**src/rtl/gf256_pkg.sv**
```systemverilog
// Shared GF(2^8) definitions for the S-box datapath: reduction polynomial,
// inverter FSM state encoding and a reusable field multiply.
package gf256_pkg;

   // Low 8 bits of the AES reduction polynomial x^8 + x^4 + x^3 + x + 1.
   localparam logic [7:0] GF_POLY = 8'h1B;

   // Inverter FSM state encoding.
   typedef logic [1:0] gf_state_t;
   localparam gf_state_t IDLE = 2'd0;
   localparam gf_state_t CALC = 2'd1;
   localparam gf_state_t DONE = 2'd2;

   // Carry-less 8x8 multiply reduced mod x^8+poly (shift-and-add, xtime per bit).
   function automatic logic [7:0] gf_mul(input logic [7:0] a,
                                         input logic [7:0] b,
                                         input logic [7:0] poly);
      logic [7:0] acc;
      logic [7:0] x;
      acc = 8'h00;
      x   = a;
      for (int i = 0; i < 8; i++) begin
         if (b[i]) acc = acc ^ x;
         x = x[7] ? ((x << 1) ^ poly) : (x << 1);
      end
      return acc;
   endfunction

endpackage

```
**src/rtl/gf256_seq_inverse_if.sv**
```systemverilog
// Operand/result handshake bundle for gf256_seq_inverse.
// out_zero exists only when GF_INV_ZERO_FLAG_EN is defined.
interface gf256_seq_inverse_if;
   logic       in_valid;
   logic       in_ready;
   logic [7:0] in_data;
   logic       out_valid;
   logic       out_ready;
   logic [7:0] out_data;
   logic       busy;
`ifdef GF_INV_ZERO_FLAG_EN
   logic       out_zero;
`endif

   // Producer/consumer side (drives operands, accepts results).
   modport master (
      output in_valid, in_data, out_ready,
      input  in_ready, out_valid, out_data, busy
`ifdef GF_INV_ZERO_FLAG_EN
      , input out_zero
`endif
   );

   // Inverter side.
   modport slave (
      input  in_valid, in_data, out_ready,
      output in_ready, out_valid, out_data, busy
`ifdef GF_INV_ZERO_FLAG_EN
      , output out_zero
`endif
   );
endinterface

```
**src/rtl/gf256_mul.sv**
```systemverilog
// Combinational GF(2^8) multiplier, p = a*b mod x^8+POLY.
// Explicit-instance wrapper around gf256_pkg::gf_mul.
module gf256_mul
   import gf256_pkg::*;
#(
   parameter logic [7:0] POLY = GF_POLY
) (
   input  logic [7:0] a,
   input  logic [7:0] b,
   output logic [7:0] p
);

   assign p = gf_mul(a, b, POLY);

endmodule

```
**src/rtl/gf256_seq_inverse.sv**
```systemverilog
// Iterative GF(2^8) inverter: out = a^254 (a^-1, with 0 -> 0).
// Seven square-and-multiply steps through one squarer and one accumulator
// multiplier; valid/ready handshake on both sides.
// Optional feature macro: GF_INV_ZERO_FLAG_EN adds the out_zero flag.
module gf256_seq_inverse
   import gf256_pkg::*;
#(
   parameter logic [7:0] POLY = GF_POLY
) (
   input  logic                  clk,
   input  logic                  reset_n,
   gf256_seq_inverse_if.slave    bus
);

   gf_state_t  state;
   logic [2:0] cnt;
   logic [7:0] sq;
   logic [7:0] res;
   logic [7:0] s2;
   logic [7:0] res_nxt;
   logic       out_valid_r;
   logic       accept;
   logic       handoff;

   // sq^2, then res*sq^2: after step k, res = a^(2+4+...+2^k).
   gf256_mul #(.POLY(POLY)) u_square (.a(sq),  .b(sq), .p(s2));
   gf256_mul #(.POLY(POLY)) u_accum  (.a(res), .b(s2), .p(res_nxt));

   assign bus.in_ready  = (state == IDLE);
   assign bus.busy      = (state != IDLE);
   assign bus.out_valid = out_valid_r;
   assign bus.out_data  = res;

   assign accept  = bus.in_valid && (state == IDLE);
   assign handoff = out_valid_r && bus.out_ready;

   // FSM, step counter and square/accumulate registers; res doubles as the
   // registered result, frozen while in DONE.
   always_ff @(posedge clk) begin
      if (!reset_n) begin
         state       <= IDLE;
         cnt         <= 3'd0;
         sq          <= 8'h00;
         res         <= 8'h00;
         out_valid_r <= 1'b0;
      end else begin
         case (state)
            IDLE: begin
               if (accept) begin
                  sq    <= bus.in_data;
                  res   <= 8'h01;
                  cnt   <= 3'd0;
                  state <= CALC;
               end
            end
            CALC: begin
               sq  <= s2;
               res <= res_nxt;
               cnt <= cnt + 3'd1;
               if (cnt == 3'd6) begin
                  state       <= DONE;
                  out_valid_r <= 1'b1;
               end
            end
            DONE: begin
               if (handoff) begin
                  state       <= IDLE;
                  out_valid_r <= 1'b0;
               end
            end
            default: begin
               state       <= IDLE;
               out_valid_r <= 1'b0;
            end
         endcase
      end
   end

`ifdef GF_INV_ZERO_FLAG_EN
   logic zero_r;
   assign bus.out_zero = zero_r;

   // Remember whether the accepted operand was zero; travels with the result.
   always_ff @(posedge clk) begin
      if (!reset_n) begin
         zero_r <= 1'b0;
      end else if (accept) begin
         zero_r <= (bus.in_data == 8'h00);
      end
   end
`endif

endmodule
```
**src/flat_wrapper.sv**
```systemverilog
// flat-port wrapper written by rule: the top's interface ports become plain ports
module gf256_seq_inverse_flat import gf256_pkg::*;
#(
   parameter logic [7:0] POLY = GF_POLY
)
  (clk, reset_n, bus_in_valid, bus_in_data, bus_out_ready, bus_in_ready, bus_out_valid, bus_out_data, bus_busy);
  gf256_seq_inverse_if bus_i ();
  input  logic clk;
  input  logic reset_n;
  input wire logic [$bits(bus_i.in_valid)-1:0] bus_in_valid;
  input wire logic [$bits(bus_i.in_data)-1:0] bus_in_data;
  input wire logic [$bits(bus_i.out_ready)-1:0] bus_out_ready;
  output wire logic [$bits(bus_i.in_ready)-1:0] bus_in_ready;
  output wire logic [$bits(bus_i.out_valid)-1:0] bus_out_valid;
  output wire logic [$bits(bus_i.out_data)-1:0] bus_out_data;
  output wire logic [$bits(bus_i.busy)-1:0] bus_busy;
  assign bus_i.in_valid = bus_in_valid;
  assign bus_i.in_data = bus_in_data;
  assign bus_i.out_ready = bus_out_ready;
  assign bus_in_ready = bus_i.in_ready;
  assign bus_out_valid = bus_i.out_valid;
  assign bus_out_data = bus_i.out_data;
  assign bus_busy = bus_i.busy;
  gf256_seq_inverse #(.POLY(POLY)) u_core (.clk(clk), .reset_n(reset_n), .bus(bus_i));
endmodule
```
**config.mk**
```make
export PLATFORM = sky130hd
export DESIGN_NAME = gf256_seq_inverse_flat
export DESIGN_NICKNAME = d
export VERILOG_FILES = /design/src/rtl/gf256_pkg.sv /design/src/rtl/gf256_seq_inverse_if.sv /design/src/rtl/gf256_mul.sv /design/src/rtl/gf256_seq_inverse.sv /design/src/flat_wrapper.sv
export SDC_FILE = /design/constraint.sdc
export NUM_CORES = 1
export LEC_CHECK = 0
export CORE_MARGIN = 3
export CORE_UTILIZATION = 56
export DETAILED_ROUTE_END_ITERATION = 8
export PLACE_DENSITY_LB_ADDON = 0.08
export SLEW_MARGIN = 10
export SYNTH_ARGS = -nofsm -noshare
export SYNTH_HDL_FRONTEND = slang
export SYNTH_HIERARCHICAL = 1
export SYNTH_SLANG_ARGS = --single-unit
```
**constraint.sdc**
```tcl
create_clock -name clk -period 3.7 [get_ports clk]
set_clock_uncertainty 0.2 [all_clocks]
set_input_delay 0.74 -clock clk [delete_from_list [all_inputs] [get_ports clk]]
set_output_delay 0.74 -clock clk [all_outputs]
set_load 0.03 [all_outputs]
```
# Word level (Yosys, flattened, before mapping)

Index checks and enable logic that the tools add are counted.

Register bits after elaboration: 22
Bits in latches: 0
Bits in writable memories: 0
ROM bits: 0
Input bits: 12
Output and inout bits: 11
Logic and storage cells: 92
Memories: 0

Add/sub/neg operators: 1
Multiply operators: 0
Div/mod/pow operators: 0
$lt $le $gt $ge: 0
Equal/unequal tests: 6
Shift-type cells: 0
Multiplexer cells: 43
Bitwise logic cells: 29
Reduce and logical (&&, ||, !) cells: 8

Operators with widths:

| cell                                                 | count |
|---|---|
| two-way mux 8 bit                                    | 18 |
| XOR 8 bit                                            | 14 |
| two-way mux 5 bit                                    | 14 |
| inverter 4 bit                                       | 14 |
| case mux 8 bit (2 select lines)                      | 2 |
| two-way mux 2 bit                                    | 3 |
| != test 2 x 1 -> 1 bit (second input constant)       | 3 |
| case mux 2 bit (3 select lines)                      | 1 |
| case mux 3 bit (2 select lines)                      | 1 |
| AND reduction 3 bit                                  | 2 |
| nonzero test 2 bit                                   | 2 |
| adder 3 x 1 -> 3 bit (second input constant)         | 1 |
| equality test 3 bit (second input constant)          | 1 |
| two-way mux 3 bit                                    | 1 |
| case mux 1 bit (3 select lines)                      | 1 |
| equality test 2 x 1 -> 1 bit (second input constant) | 1 |
| equality test 2 bit (second input constant)          | 1 |
| logical AND 1 bit                                    | 2 |
| logical NOT 2 bit                                    | 1 |
| two-way mux 1 bit                                    | 2 |
| AND reduction 2 bit                                  | 1 |
| inverter 1 bit                                       | 1 |

# Logic depth before layout (Yosys ltp)

Gate-level depths: netlist of the first run.

Word-level depth: 32
Mapped depth: 15
Mapped depth without buffers: 12

# Cells and area by module

Netlist of the first run, hierarchy kept.

By module, submodules not included:

| module                      | instances | cells each | area each (sq um) | sequential area each (sq um) |
|---|---|---|---|---|
| gf256_mul (u_core.u_accum)  | 1         | 181        | 1,345.0           | 0.0 |
| gf256_mul (u_core.u_square) | 1         | 169        | 1,331.3           | 0.0 |
| gf256_seq_inverse           | 1         | 107        | 991.0             | 440.4 |

# Worst setup path after synthesis of the first run

OpenSTA, ideal clock, no wires.

Path kind: reg-to-reg
Start point: register u_core.sq[5]
End point: register u_core.res[3] (netlist: u_core/bus.out_data[3])
Library setup time: 0.118 ns
Arrival: 3.221 ns
Data required time: 3.382 ns
Setup slack: 0.161 ns
Stages on the path, launching flop included: 14
Path buffers: 1
Period minus slack after synthesis: 3.539 ns
Path through: dfxtp_1 > xor3_2 > nand2_1 > xnor2_1 > xnor3_1 > xnor2_1 > buf_2 > nor2_1 > a211o_1 > a211oi_2 > xnor3_1 > xnor2_1 > a22oi_1 > nor2_1

Elaborated cells on any way between the ends: 40
Classes of those cells: mux: 22; bitwise: 18

RTL lines:

| item                                | RTL line                | source |
|---|---|---|
| start, declared                     | gf256_seq_inverse.sv:17 | `logic [7:0] sq;` |
| start signal, assigned              | gf256_seq_inverse.sv:50 | `sq <= bus.in_data;` |
| two-way mux 8 bit                   | gf256_pkg.sv:23         | `if (b[i]) acc = acc ^ x;` |
| XOR 8 bit                           | gf256_pkg.sv:23         |  |
| two-way mux 8 bit                   | gf256_pkg.sv:23         |  |
| XOR 8 bit                           | gf256_pkg.sv:23         |  |
| two-way mux 8 bit                   | gf256_pkg.sv:23         |  |
| XOR 8 bit                           | gf256_pkg.sv:23         |  |
| two-way mux 8 bit                   | gf256_pkg.sv:23         |  |
| XOR 8 bit                           | gf256_pkg.sv:23         |  |
| (+7 left out)                       | -                       |  |
| net u_core.s2[5]                    | gf256_seq_inverse.sv:19 | `logic [7:0] s2;` |
| two-way mux 8 bit (*)               | gf256_pkg.sv:23         |  |
| XOR 8 bit                           | gf256_pkg.sv:23         |  |
| two-way mux 8 bit (*)               | gf256_pkg.sv:23         |  |
| XOR 8 bit                           | gf256_pkg.sv:23         |  |
| two-way mux 8 bit (*)               | gf256_pkg.sv:23         |  |
| net u_core.res_nxt[3]               | gf256_seq_inverse.sv:20 | `logic [7:0] res_nxt;` |
| case mux 8 bit (2 select lines) (*) | gf256_seq_inverse.sv:47 | `case (state)` |
| end signal, assigned                | gf256_seq_inverse.sv:58 | `res <= res_nxt;` |
| end, declared                       | gf256_seq_inverse.sv:18 | `logic [7:0] res;` |

The timed path passes the listed nets; every way through them passes the cells marked *.
A chain may end at the register's enable or synchronous reset.

# Final worst setup path of the first run

Start point: register u_core.sq[6]
End point: register u_core.res[1] (netlist: u_core/bus.out_data[1])

Elaborated cells on any way between the ends: 42
Classes of those cells: mux: 23; bitwise: 19

RTL lines:

| item                                                   | RTL line                         | source |
|---|---|---|
| two-way mux 5 bit                                      | gf256_pkg.sv:24                  | `x = x[7] ? ((x << 1) ^ poly) : (x << 1);` |
| XOR 8 bit or inverter 4 bit (tied branches)            | -                                |  |
| two-way mux 8 bit or two-way mux 5 bit (tied branches) | gf256_pkg.sv:23, gf256_pkg.sv:24 |  |
| XOR 8 bit                                              | gf256_pkg.sv:23                  |  |
| two-way mux 8 bit                                      | gf256_pkg.sv:23                  |  |
| XOR 8 bit                                              | gf256_pkg.sv:23                  |  |
| two-way mux 8 bit                                      | gf256_pkg.sv:23                  |  |
| XOR 8 bit                                              | gf256_pkg.sv:23                  |  |
| (+5 left out)                                          | -                                |  |
| net u_core.s2[4]                                       | gf256_seq_inverse.sv:19          |  |
| (+1 left out)                                          | -                                |  |
| XOR 8 bit                                              | gf256_pkg.sv:23                  |  |
| two-way mux 8 bit (*)                                  | gf256_pkg.sv:23                  |  |
| XOR 8 bit                                              | gf256_pkg.sv:23                  |  |
| two-way mux 8 bit (*)                                  | gf256_pkg.sv:23                  |  |
| XOR 8 bit                                              | gf256_pkg.sv:23                  |  |
| two-way mux 8 bit (*)                                  | gf256_pkg.sv:23                  |  |
| net u_core.res_nxt[1]                                  | gf256_seq_inverse.sv:20          |  |
| case mux 8 bit (2 select lines) (*)                    | gf256_seq_inverse.sv:47          |  |

Marks and branches as above.

==> results of run 1 <==
[metal layers]
metal  vias up  part of all wire [%]  global-route usage, %
li1       1531                     -                      -
met1      1432                    48                   33.8
met2        82                    46                   38.0
met5         -                     0                      0
met4         0                   1.2                   6.52
met3         8                   5.1                   1.80
[placed cells by master, fill, tap and decap left out, drive strengths merged, types with 3 or more instances in the layout]
cell | netlist | layout
buf | 30 | 32
xor2 | 26 | 26
nand2b | 4 | 4
nor3b | 3 | 3
xnor3 | 13 | 13
nand2 | 101 | 101
o221ai | 3 | 3
a22oi | 11 | 11
nand3 | 8 | 8
dfxtp | 22 | 22
nor2 | 31 | 31
o221a | 13 | 13
mux2i | 8 | 8
clkbuf | 13 | 4
o21ai | 4 | 4
nor2b | 8 | 8
o22ai | 6 | 6
xnor2 | 88 | 88
a211oi | 5 | 5
xor3 | 10 | 10
inv | 14 | 14
a21oi | 18 | 18
clkdlybuf4s50 | 0 | 22
[flip-flops by register name, indices dropped and copies added (netlist names)]
signal / cells
u_core/bus.out_data: 8
u_core/sq: 8
u_core/cnt: 3
u_core/state: 2
u_core/bus.out_valid: 1
[cell families after synthesis]
| logic type | count (synthesis) | synth area share (%) |
|---|---|---|
| AO/OA/AOI/OAI | 68 | 14.2 |
| multiplexers | 9 | 2.49 |
| flip-flops | 22 | 12.0 |
| AND/OR/NAND/NOR | 161 | 18.6 |
| adder cells (fa/ha/maj) | 2 | 0.682 |
| XOR/XNOR | 137 | 43.2 |
| buffers and inverters | 58 | 8.84 |
[per-stage QoR]
step / TNS (ns) / hold slack, ns / std cells / util, %
floorplan: 0 / 0.249 / 457 / -
global placement: 0 / 0.265 / 543 / 64.7
detailed placement: 0 / 0.281 / 543 / 64.7
CTS: 0 / 0.293 / 547 / 65.6
global route: -0.0141 / 0.306 / 547 / 66.5
finish: 0 / 0.290 / 547 / 66.5
[path summary, 6_finish.rpt]
kind                                          endpoint  slack [ns]           from
worst max-delay path            u_core/bus.out_data[1]        0.17   u_core/sq[6]
worst min-delay path                     u_core/cnt[0]        0.29  u_core/cnt[0]
worst max register to register  u_core/bus.out_data[1]        0.17   u_core/sq[6]
worst min register to register           u_core/cnt[0]        0.29  u_core/cnt[0]
[layout make-up]
class / instances / share of cell area [%]
timing repair buffer: 54 / 11.8
multi-input combinational: 377 / 72.3
sequential: 22 / 10.9
tap: 75 / 2.30
clock buffer: 4 / 1.35
inverter: 15 / 1.38
[timing repair]
item / 4_1_cts / 5_1_grt
endpoints found under the setup margin: 0 / 4
gates resized for setup: 0 / 10
buffers inserted: 0 / 0
[critical path, cell delays in order, from the launching register on]
cell,delay (ns)
dfxtp_1,0.41
buf_4,0.29
xnor2_2,0.14
xnor2_1,0.28
nand2_1,0.11
xnor3_1,0.22
xnor3_1,0.44
mux2i_1,0.15
xor2_1,0.18
o21ai_0,0.20
xnor3_1,0.45
xor2_1,0.15
a22oi_1,0.16
nor2_1,0.05
==> load_flow_metrics.sql, run 1 <==
INSERT INTO impl_metrics (metric_group, metric, value, unit) VALUES
('status', 'run_status', 'completed', ''),
('route', 'ant_nets', '0', ''),
('route', 'residual_drc', '0', ''),
('synthesis', 'yosysWarnings', '6', ''),
('run', 'cap_viol_max_count', '0', ''),
('synthesis', 'top_area_cells_in_the_synthesized_netlist', 'xnor2_1 21%, dfxtp_1 12%, nand2_1 10%', ''),
('worst_setup_path', 'cp_max_fo', '16', ''),
('synthesis', 'netlist.area_leader.share', '20.5', '%'),
('grt', 'grt.overflow.total', '0', ''),
('clocking', 'cts_made_buffers', '3', ''),
('die', 'die-area', '7560', 'um^2'),
('layout', 'fillCellCount', '534', ''),
('synthesis', 'syn_area_per_cell', '8.02', 'um^2'),
('synthesis', 'syn-cell-area', '3670', 'um^2'),
('clocking', 'clkSinkCount', '22', ''),
('die', 'ioPinCount', '23', ''),
('timing', 'slew_headroom', '48.8', '%'),
('die', 'die_height', '86.9', 'um'),
('placement', 'buffer_ports.inserted', '22', ''),
('die', 'die_width', '86.9', 'um'),
('timing', 'hold_viol_final', '0', ''),
('clocking', 'cts.reportedPaths.clkPinSlew', '0.09', 'ns'),
('layout', 'antenna_cells_inserted', '0', ''),
('clocking', 'tritoncts', 'done', ''),
('clocking', 'clk_path_buf_depth', '2', ''),
('layout', 'layout.area.seq', '443', 'um^2'),
('route', 'finalWirelength', '8740', 'um'),
('timing', 'fin_crit', '3.53', 'ns'),
('grt', 'grt.total_usage', '23.6', '%'),
('grt', 'grt_max_degree', '26', ''),
('die', 'initial_core_util', '59.8', '%'),
('timing', 'final_max_slew_viol_count', '0', ''),
('die', 'number_of_cell_rows', '28', ''),
('placement', 'place.gp.congestion', '0.881', ''),
('min_path', 'hold_depth', '2', ''),
('route', 'via_per_inst', '5.58', ''),
('placement', 'detailed_place.area', '3970', 'um^2'),
('grt', 'antenna_found_initial', '0', ''),
('clocking', 'h_tree_level_count', '1', ''),
('layout', 'areaGrowthSynthToFinish', '11.2', '%'),
('placement', 'post_place_setup_slack', '0.174', 'ns'),
('synthesis', 'synth.most_common_cell', 'nand2_1', ''),
('synthesis', 'synthesis.instances', '457', ''),
('clocking', 'cts.hold.buffers_added', '0', ''),
('timing', 'worstMarginPinSlew', '0.766', 'ns'),
('layout', 'post_route_cells_drive_above_1_share', '15.3', '%'),
('synthesis', 'synth_commonest_cells', '101 x nand2_1, 86 x xnor2_1, 30 x nor2_1, 23 x xor2_1, 22 x dfxtp_1', ''),
('layout', 'finish.instance_area', '4080', 'um^2'),
('timing', 'timing.fmax', '0.283', 'GHz'),
('synthesis', 'yosysSeqAreaShare', '12.0', '%'),
('layout', 'area_of_the_multi_input_gates', '2950', 'um^2'),
('timing', 'setup_ws', '0.167', 'ns'),
('synthesis', 'ys_dominant_reg_cell', 'dfxtp_1', ''),
('worst_setup_path', 'cp_data_arrival_time', '3.49', 'ns'),
('clocking', 'cts_root_buf', 'clkbuf_8', ''),
('route', 'wl_per_cell', '16.0', 'um'),
('worst_setup_path', 'path_class', 'flop to flop', ''),
('layout', 'final_nets', '487', ''),
('synthesis', 'synth_top_cell_by_area', 'xnor2_1', ''),
('synthesis', 'async_reset_ff_share', '0', '%'),
('synthesis', 'number_of_enable_type_register_cells_in_the_synthesized_netlist', '0', ''),
('worst_setup_path', 'setup.worst_path.start_class', 'flop', ''),
('worst_setup_path', 'worstSetupEndpointType', 'flop', ''),
('clocking', 'insertion_delay', '0.26', 'ns'),
('die', 'core_area', '6130', 'um^2'),
('route', 'via_count', '3053', ''),
('grt', 'wire_length_of_the_first_global_routing_pass', '14300', 'um'),
('timing', 'setup_viol', '0', ''),
('placement', 'post-dp-hpwl', '6330', 'um'),
('route', 'drt-initial-drc-count', '121', ''),
('timing', 'fin_crit_sh', '95.5', '%'),
('route', 'detailedRoute.firstPassIterationCount', '5', ''),
('grt', 'grt_pass1_vias', '2946', ''),
('synthesis', 'synth_cell_type_count', '50', ''),
('worst_setup_path', 'required', '3.66', 'ns'),
('synthesis', 'synth_seq_cells', '22', ''),
('worst_setup_path', 'timing.reg2reg.worst_path_depth', '13', ''),
('synthesis', 'synth_nets', '471', ''),
('min_path', 'worst_hold_path_type', 'flop to flop', '');
Power of run 1 is not shown: default switching activity piles up to over one toggle a cycle in this logic, so the estimate is an artifact.
==> inputs of run 2 (changes only) <==
CORE_MARGIN = 10   (was 3)
==> run 2 against run 1 <==
Net effect:
- hold slack got worse by 0.011 ns
- global-route usage shrank 5.8 points
- critical path depth is 1 lower
- register-to-register slack improved by 0.06 ns
- design area rose by 0.98%
- count of clock-buffer cells in the layout fell by 1
- routed wire length rose by 6.3%
- final cell count grew 0.55%
- non-clock buffer count is 1 higher
==> load_flow_metrics.sql, run 2 (synthesized netlist as in run 1, its figures left out) <==
INSERT INTO impl_metrics (metric_group, metric, value, unit) VALUES
('die', 'number_of_cell_rows', '29', ''),
('route', 'via_count', '3084', ''),
('route', 'finalWirelength', '9290', 'um'),
('clocking', 'h_tree_level_count', '1', ''),
('timing', 'slew_headroom', '47.7', '%'),
('route', 'wl_per_cell', '16.9', 'um'),
('worst_setup_path', 'worst_r2r_startpoint', 'u_core/sq[5]', ''),
('clocking', 'insertion_delay', '0.27', 'ns'),
('grt', 'grt_pass1_vias', '2976', ''),
('grt', 'grt_max_degree', '28', ''),
('layout', 'layout.area.seq', '448', 'um^2'),
('timing', 'setup_viol', '0', ''),
('route', 'residual_drc', '0', ''),
('worst_setup_path', 'setup.worst_path.start_class', 'flop', ''),
('route', 'ant_nets', '0', ''),
('timing', 'fin_crit', '3.47', 'ns'),
('timing', 'grt_setup_unrepaired', 'no', ''),
('layout', 'final_nets', '488', ''),
('grt', 'antenna_found_initial', '0', ''),
('die', 'ioPinCount', '23', ''),
('die', 'die_height', '101', 'um'),
('timing', 'hold_viol_final', '0', ''),
('placement', 'post-dp-hpwl', '6800', 'um'),
('layout', 'final_common_cell', 'nand2_1', ''),
('worst_setup_path', 'required', '3.65', 'ns'),
('timing', 'timing.fmax', '0.288', 'GHz'),
('grt', 'wire_length_of_the_first_global_routing_pass', '15000', 'um'),
('layout', 'fillCellCount', '551', ''),
('clocking', 'clk_path_buf_depth', '2', ''),
('worst_setup_path', 'cp_max_fo', '19', ''),
('layout', 'layout_common_cells', '101 x nand2_1, 83 x xnor2_1, 30 x nor2_1', ''),
('route', 'drt-initial-drc-count', '150', ''),
('worst_setup_path', 'path_class', 'flop to flop', ''),
('worst_setup_path', 'crit-reg2reg-capture', 'u_core/bus.out_data[3]', ''),
('min_path', 'worst_hold_path_type', 'flop to flop', ''),
('placement', 'place.gp.congestion', '0.853', ''),
('worst_setup_path', 'timing.reg2reg.worst_path_depth', '12', ''),
('timing', 'final.setup.tns', '0', 'ns'),
('layout', 'area_of_the_multi_input_gates', '2940', 'um^2'),
('worst_setup_path', 'cp_data_arrival_time', '3.42', 'ns'),
('grt', 'grt.total_usage', '17.8', '%'),
('route', 'via_per_inst', '5.61', ''),
('die', 'die_width', '101', 'um'),
('die', 'die-area', '10200', 'um^2'),
('die', 'initial_core_util', '57.8', '%'),
('status', 'run_status', 'completed', ''),
('route', 'detailedRoute.firstPassIterationCount', '5', ''),
('timing', 'fin_crit_sh', '93.7', '%'),
('clocking', 'cts_made_buffers', '3', ''),
('run', 'cap_viol_max_count', '0', ''),
('placement', 'buffer_ports.inserted', '22', ''),
('placement', 'placed_cells_incl_taps', '546', ''),
('worst_setup_path', 'worstSetupEndpointType', 'flop', ''),
('clocking', 'clkSinkCount', '22', ''),
('timing', 'worstMarginPinSlew', '0.783', 'ns'),
('clocking', 'cts_root_buf', 'clkbuf_8', ''),
('clocking', 'cts.reportedPaths.clkPinSlew', '0.09', 'ns'),
('layout', 'post_route_cells_drive_above_1_share', '15.9', '%'),
('worst_setup_path', 'cp-endpoint', 'u_core/bus.out_data[3]', ''),
('clocking', 'tritoncts', 'done', ''),
('layout', 'finish.cell_count_without_fillers', '550', ''),
('layout', 'areaGrowthSynthToFinish', '12.3', '%'),
('worst_setup_path', 'crit_start', 'u_core/sq[5]', ''),
('die', 'core_area', '6350', 'um^2'),
('timing', 'final_max_slew_viol_count', '0', ''),
('grt', 'grt.overflow.total', '0', ''),
('layout', 'antenna_cells_inserted', '0', ''),
('worst_setup_path', 'rrSetupSlack', '0.23', 'ns');
run 2: cell types whose count changed in the layout (fill, tap and decap cells not counted), sizes merged:
cell    before  now
buf         32   33
clkbuf       4    3
bufinv       0    1
run 2: cell type report:
class	instances	share of cell area (%)
multi-input combinational	377	71.3
timing repair buffer	55	12.4
sequential	22	10.9
tap	77	2.34
inverter	15	1.37
clock buffer	3	1.00
clock inverter	1	0.729
run 2: worst max-delay path, stage by stage, from the launching register on:
cell and delay, ns:
dfxtp_1 0.41, xor3_2 0.48, nand2_1 0.10, xnor2_1 0.15, xnor3_1 0.44, xnor2_1 0.19, buf_4 0.26, o221ai_1 0.15
a211oi_2 0.20, xnor3_1 0.44, xnor2_1 0.13, a22oi_1 0.16, nor2_1 0.05
run 2: repair_timing:
item,4_1_cts,5_1_grt
hold buffers,0,0
buffers inserted,0,0
gates resized for setup,0,11
setup endpoints to repair,0,4
run 2: worst min path at each step:
stage                       start            end  slack (ns)  cells past startpoint
floorplan           u_core/cnt[0]  u_core/cnt[0]        0.25                      2
global placement    u_core/cnt[0]  u_core/cnt[0]        0.26                      2
detailed placement  u_core/cnt[0]  u_core/cnt[0]        0.27                      2
CTS                 u_core/cnt[0]  u_core/cnt[0]        0.28                      2
global route        u_core/cnt[0]  u_core/cnt[0]        0.30                      2
finish              u_core/cnt[0]  u_core/cnt[0]        0.28                      2
run 2: routing by layer:
| layer | track usage (%) | share of wire, % | vias to the layer above |
|---|---|---|---|
| met3 | 2.26 | 4.2 | 8 |
| met5 | 0 | 0 | - |
| li1 | - | - | 1533 |
| met2 | 30.7 | 51 | 77 |
| met1 | 23.0 | 43 | 1466 |
| met4 | 3.75 | 1.2 | 0 |
run 2: per-stage QoR:
| step | util (%) | instance area, um^2 | hold slack [ns] | worst slack (ns) |
|---|---|---|---|---|
| 6_report | 64.8 | 4120 | 0.279 | 0.232 |
| 5_1_grt | 64.8 | 4120 | 0.303 | 0.00446 |
| 3_5_place_dp | 63.0 | 4000 | 0.269 | 0.0884 |
| 2_1_floorplan | - | 3670 | 0.249 | 0.161 |
| 4_1_cts | 64.1 | 4070 | 0.282 | 0.0746 |
| 3_3_place_gp | 63.0 | 4000 | 0.262 | 0.167 |
Power of run 2 is left out for the same reason.
